### config.mk
export PLATFORM = sky130hd
export DESIGN_NAME = adder_token_dispatcher
export DESIGN_NICKNAME = d
export VERILOG_FILES = /design/src/rtl/adder_token_dispatcher.sv
export SDC_FILE = /design/constraint.sdc
export NUM_CORES = 1
export LEC_CHECK = 0
export CAP_MARGIN = 5
export CORE_MARGIN = 10
export CORE_UTILIZATION = 51
export DETAILED_ROUTE_END_ITERATION = 6
export PLACE_DENSITY = 0.83
export SLEW_MARGIN = 10
export SYNTH_ARGS = -nofsm -noshare
export SYNTH_HDL_FRONTEND = slang
export SYNTH_SLANG_ARGS = --single-unit
### constraint.sdc
create_clock -name clk -period 3.03 [get_ports clk]
set_input_delay 0.606 -clock clk [delete_from_list [all_inputs] [get_ports clk]]
set_output_delay 0.606 -clock clk [all_outputs]
set_load 0.02 [all_outputs]
### src/rtl/adder_token_dispatcher.sv
// -----------------------------------------------------------------------------
// adder_token_dispatcher
//
// Wraps the purely combinational adder_module and turns it into a
// flow-controlled KPN process node. It drives entry_1/entry_2/add and collects
// result/show_result.
//
// Operation:
//   - Strict join: one token is taken from each operand channel in the same
//     cycle, or no token is taken from either.
//   - The operand pair is held on entry_1/entry_2 while add is driven low.
//   - When show_result is high, result is pushed into a small circular output
//     FIFO. The FIFO head feeds the next KPN channel.
//
// Ports:
//   clk, reset           single clock; synchronous active-high reset
//   in1_* / in2_*        operand channels (valid/ready)
//   entry_1, entry_2     operands to the adder
//   add                  active-low add request to the adder
//   result, show_result  sum from the adder and its valid flag
//   out_data, out_valid  sum channel to the consumer (FIFO head)
//   out_ready            consumer accepts the head token
//   busy                 an add is in flight, or sums are queued
//
// Optional feature, enabled by defining ADDER_OVERFLOW_FLAG_EN:
//   out_overflow  carry out of entry_1 + entry_2. It is stored with each
//                 queued sum and is valid together with out_data.
// -----------------------------------------------------------------------------
module adder_token_dispatcher #(
  parameter int DATA_WIDTH = 16,
  parameter int OUT_DEPTH  = 4
) (
  input  logic                  clk,
  input  logic                  reset,
  input  logic [DATA_WIDTH-1:0] in1_data,
  input  logic                  in1_valid,
  output logic                  in1_ready,
  input  logic [DATA_WIDTH-1:0] in2_data,
  input  logic                  in2_valid,
  output logic                  in2_ready,
  output logic [DATA_WIDTH-1:0] entry_1,
  output logic [DATA_WIDTH-1:0] entry_2,
  output logic                  add,
  input  logic [DATA_WIDTH-1:0] result,
  input  logic                  show_result,
  output logic [DATA_WIDTH-1:0] out_data,
  output logic                  out_valid,
  input  logic                  out_ready,
`ifdef ADDER_OVERFLOW_FLAG_EN
  output logic                  out_overflow,
`endif
  output logic                  busy
);

  localparam int PTR_W = (OUT_DEPTH > 1) ? $clog2(OUT_DEPTH) : 1;
  localparam int CNT_W = PTR_W + 1;

  typedef enum logic {
    IDLE,
    ISSUE
  } state_t;

  state_t state, state_next;

  logic             join_ok;
  logic             join_pop;
  logic             push;
  logic             pop;
  logic [PTR_W-1:0] wr_ptr, rd_ptr;
  logic [CNT_W-1:0] fifo_count;

  logic [DATA_WIDTH-1:0] sum_mem [OUT_DEPTH];

  // A new pair is admitted only when a FIFO slot is free at that moment.
  // Between admission and the push, the FIFO can only be popped, so the
  // reserved slot cannot be lost and the push can never overflow.
  assign join_ok = in1_valid && in2_valid && (fifo_count < CNT_W'(OUT_DEPTH));

  // NOTE: every output of this block gets a default first, so no path through
  //       the case statement can leave a signal unassigned and infer a latch.
  always_comb begin
    state_next = state;
    add        = 1'b1;
    in1_ready  = 1'b0;
    in2_ready  = 1'b0;
    join_pop   = 1'b0;
    push       = 1'b0;
    unique case (state)
      IDLE: begin
        in1_ready = join_ok;
        in2_ready = join_ok;
        join_pop  = join_ok;
        if (join_ok) state_next = ISSUE;
      end
      ISSUE: begin
        // Hold the request and the operands until the adder reports a result.
        add = 1'b0;
        if (show_result) begin
          push       = 1'b1;
          state_next = IDLE;
        end
      end
      default: state_next = IDLE;
    endcase
  end

  // NOTE: sequential state is written only with non-blocking assignments, so
  //       every flop samples values from before the clock edge.
  always_ff @(posedge clk) begin
    if (reset) state <= IDLE;
    else       state <= state_next;
  end

  // The operands keep their last values after ISSUE. They change only when a
  // new pair is joined.
  always_ff @(posedge clk) begin
    if (reset) begin
      entry_1 <= '0;
      entry_2 <= '0;
    end else if (join_pop) begin
      entry_1 <= in1_data;
      entry_2 <= in2_data;
    end
  end

  // ---------------------------------------------------------------------------
  // Output FIFO
  // ---------------------------------------------------------------------------
  assign out_valid = (fifo_count != '0);
  assign pop       = out_valid && out_ready;  // a pop while empty is ignored

  always_ff @(posedge clk) begin
    if (reset) begin
      wr_ptr     <= '0;
      rd_ptr     <= '0;
      fifo_count <= '0;
    end else begin
      // OUT_DEPTH is a power of two, so the pointers wrap by natural overflow.
      if (push) wr_ptr <= wr_ptr + PTR_W'(1);
      if (pop)  rd_ptr <= rd_ptr + PTR_W'(1);
      unique case ({push, pop})
        2'b10:   fifo_count <= fifo_count + CNT_W'(1);
        2'b01:   fifo_count <= fifo_count - CNT_W'(1);
        default: fifo_count <= fifo_count;  // idle, or a push and pop together
      endcase
    end
  end

  // NOTE: the storage array has no reset. Clearing the pointers already empties
  //       the FIFO, and out_data is forced to zero while the FIFO is empty.
  always_ff @(posedge clk) begin
    if (push && !reset) sum_mem[wr_ptr] <= result;
  end

  assign out_data = out_valid ? sum_mem[rd_ptr] : '0;

`ifdef ADDER_OVERFLOW_FLAG_EN
  logic [DATA_WIDTH:0] wide_sum;
  logic                ovf_mem [OUT_DEPTH];

  // The carry is recomputed from the held operands and is not taken from the
  // adder, which only provides the truncated sum.
  assign wide_sum = {1'b0, entry_1} + {1'b0, entry_2};

  always_ff @(posedge clk) begin
    if (push && !reset) ovf_mem[wr_ptr] <= wide_sum[DATA_WIDTH];
  end

  assign out_overflow = out_valid ? ovf_mem[rd_ptr] : 1'b0;
`endif

  assign busy = (state == ISSUE) || out_valid;

endmodule
==> impl_metrics.json <==
{
  "holdWs_ps": 461.6,
  "leakagePower_nw": 1.846,
  "layout_common_cells": "clkdlybuf4s50_1 (106), nand2_1 (68), edfxtp_1 (64)",
  "postSynthNetCount": 361,
  "hp-start": "entry_2[2]$_SDFFE_PP0P_",
  "placement.io_buffers": 106,
  "postCtsSetupRepairBufs": 0,
  "drv_cap": 0,
  "synth_area_per_cell_um2": 13.67,
  "worstRegToRegCells": 8,
  "cts_tree": "done",
  "ant_nets": 0,
  "synth_top_cells_by_area": "edfxtp_1 (47%), dfxtp_1 (20%), mux4_2 (8.8%)",
  "rsz0062_at_grt": "no",
  "status": "finished, final reports clean",
  "dp_slack_ps": 455.3,
  "grt_max_degree": 42,
  "end_kind": "primary output",
  "hold_depth": 2,
  "timing.rr.start": "fifo_count[2]$_SDFFE_PP0P_",
  "slew_viol_final": 0,
  "clkTransAtPathRegs_ps": 100,
  "dieArea_um2": 12060,
  "core-area_um2": 7767,
  "yosys.area_share.xor_xnor_pct": 0.8516,
  "synth_top_family_by_area": "simple AND/OR/NAND/NOR gates",
  "ys_warn_count": 0,
  "final_common_cell": "clkdlybuf4s50_1",
  "synth_compound_area_share_pct": 4.927,
  "insertion_delay_ps": 360,
  "ir_drop_v": 0.0002866,
  "firstDrtPassIters": 4,
  "tightest_slew_ps": 554.8,
  "fin_setup_tns_ps": 0,
  "fin_crit_ps": 2830,
  "die_w_um": 109.8,
  "worstPathMaxFanout": 16,
  "grt_pass1_wl_um": 13490,
  "utilization_pct": 70.17,
  "muxShareOfSynthArea_pct": 8.759,
  "vias": 2623,
  "numCtsBuffers": 9,
  "initial_core_util_pct": 52.96,
  "synth_seq_area_share_pct": 67.15,
  "max-clock-path-buffers": 2,
  "clock-sinks": 106,
  "num_io_pins": 107,
  "diodes": 0,
  "synth_top_area_share_pct": 46.72,
  "h-tree-depth": 3,
  "hp-class": "flip-flop to flip-flop",
  "gp_congestion": 0.7260,
  "syn_area_um2": 4114,
  "ys_seq_elements": 106,
  "worstPathArrival_ps": 2220,
  "drtIter0Drc": 60,
  "post-dp-hpwl_um": 6055,
  "skew_ps": 10.08,
  "fmax_mhz": 353.3,
  "vias_per_cell": 5.074,
  "antenna_found_initial": 0,
  "synth_cells": 301,
  "cp-start-kind": "flip-flop",
  "die_h_um": 109.8,
  "cts_hold_buf": 0,
  "layout_setup_ws_ps": 199.8,
  "wirelength_um": 8521,
  "grt_overflow": 0,
  "power_mw": 2.899,
  "synthDistinctLibCells": 27,
  "final_hold_viol_count": 0,
  "wl_per_cell_um": 16.48,
  "core.rowCount": 32,
  "cts_resized": 0,
  "cp_data_required_time_ps": 2420,
  "yosys.area.top_type": "edfxtp_1",
  "synthAdderAreaFrac_pct": 2.007,
  "power.density_nw_per_um2": 531.9,
  "grtUsageTotal_pct": 14.46,
  "relSlewSlack_pct": 62.81,
  "fin_crit_sh_pct": 93.41,
  "synthToLayoutAreaGrowth_pct": 32.48,
  "grt_pass1_vias": 2644,
  "cts_root_buf": "clkbuf_8",
  "drc_errors": 0,
  "crit_type": "flip-flop to primary output",
  "final_net_count": 470,
  "drive_gt1_share_pct": 13.49,
  "synth_simple_gate_area_share_pct": 12.68,
  "finalSetupViolations": 0
}
Yosys cell counts:
library cell	count
nor2_1	7
a21oi_1	37
buf_12	1
mux4_2	16
nor2b_4	10
buf_4	2
o31ai_1	1
nand4bb_1	1
edfxtp_1	64
clkbuf_1	5
nand2_1	68
ha_1	5
nor2b_1	6
buf_6	1
and2_1	4
nand3_1	1
buf_2	10
inv_1	7
nand2b_1	1
dfxtp_1	42
xor2_1	3
xnor2_1	1
inv_2	2
or3_1	2
nor3_1	1
o21ai_0	2
fa_1	1
registers in the layout, summed over array words and instances (netlist names), named ones only:
register and flops:
state 1, sum_mem 64, entry_2 16, rd_ptr 2, fifo_count 3, wr_ptr 2, entry_1 16
through the flow:
| step | cells | instance area [um2] |
|---|---|---|
| 2_1_floorplan | 301 | 4114 |
| 3_3_place_gp | 501 | 5275 |
| 3_5_place_dp | 501 | 5275 |
| 4_1_cts | 517 | 5450 |
| 5_1_grt | 517 | 5450 |
| 6_report | 517 | 5450 |
layout make-up:
type                            instances  area [um2]
Clock buffer                            9       123.9
Clock inverter                          7       51.30
Fill cell                             530        2317
Tap cell                              102       127.6
Timing Repair Buffer                  117        1144
Inverter                                9       33.78
Multi-Input combinational cell        167        1207
Sequential cell                       106        2763
critical path, stage by stage, from the launching register on:
cell and delay [ps]:
dfxtp_1 320, buf_4 310, mux4_2 570, nor2b_4 140, clkdlybuf4s50_1 530
layer usage:
layer	track usage [%]	up-vias	routed length, um	share of wire (%)
li1	-	1263	-	-
met1	17.02	1264	3489	41
met2	21.89	88	3907	46
met3	8.602	8	1043	12
met4	4.182	0	80	0.94
met5	0	-	0	0
kinds of logic after synthesis:
family	after synthesis
mux	16
flops	106
xor+xnor	4
simple gates	101
compound gates	40
fa+ha+maj	6
buf+inv	28
report_power, final:
part | internal [mW] | switching (mW) | leakage [nW]
clock | 0.304 | 0.468 | 0.0875
combinational | 0.281 | 0.269 | 0.841
sequential | 1.56 | 0.0191 | 0.918
path summary, 6_finish.rpt:
path / endpoint / slack (ps)
max: out_data[11] / 200
min reg2reg: entry_2[2]$_SDFFE_PP0P_ / 460
min: entry_2[2]$_SDFFE_PP0P_ / 460
max reg2reg: fifo_count[2]$_SDFFE_PP0P_ / 1110
Note: power is estimated with default switching activity, not from simulation.
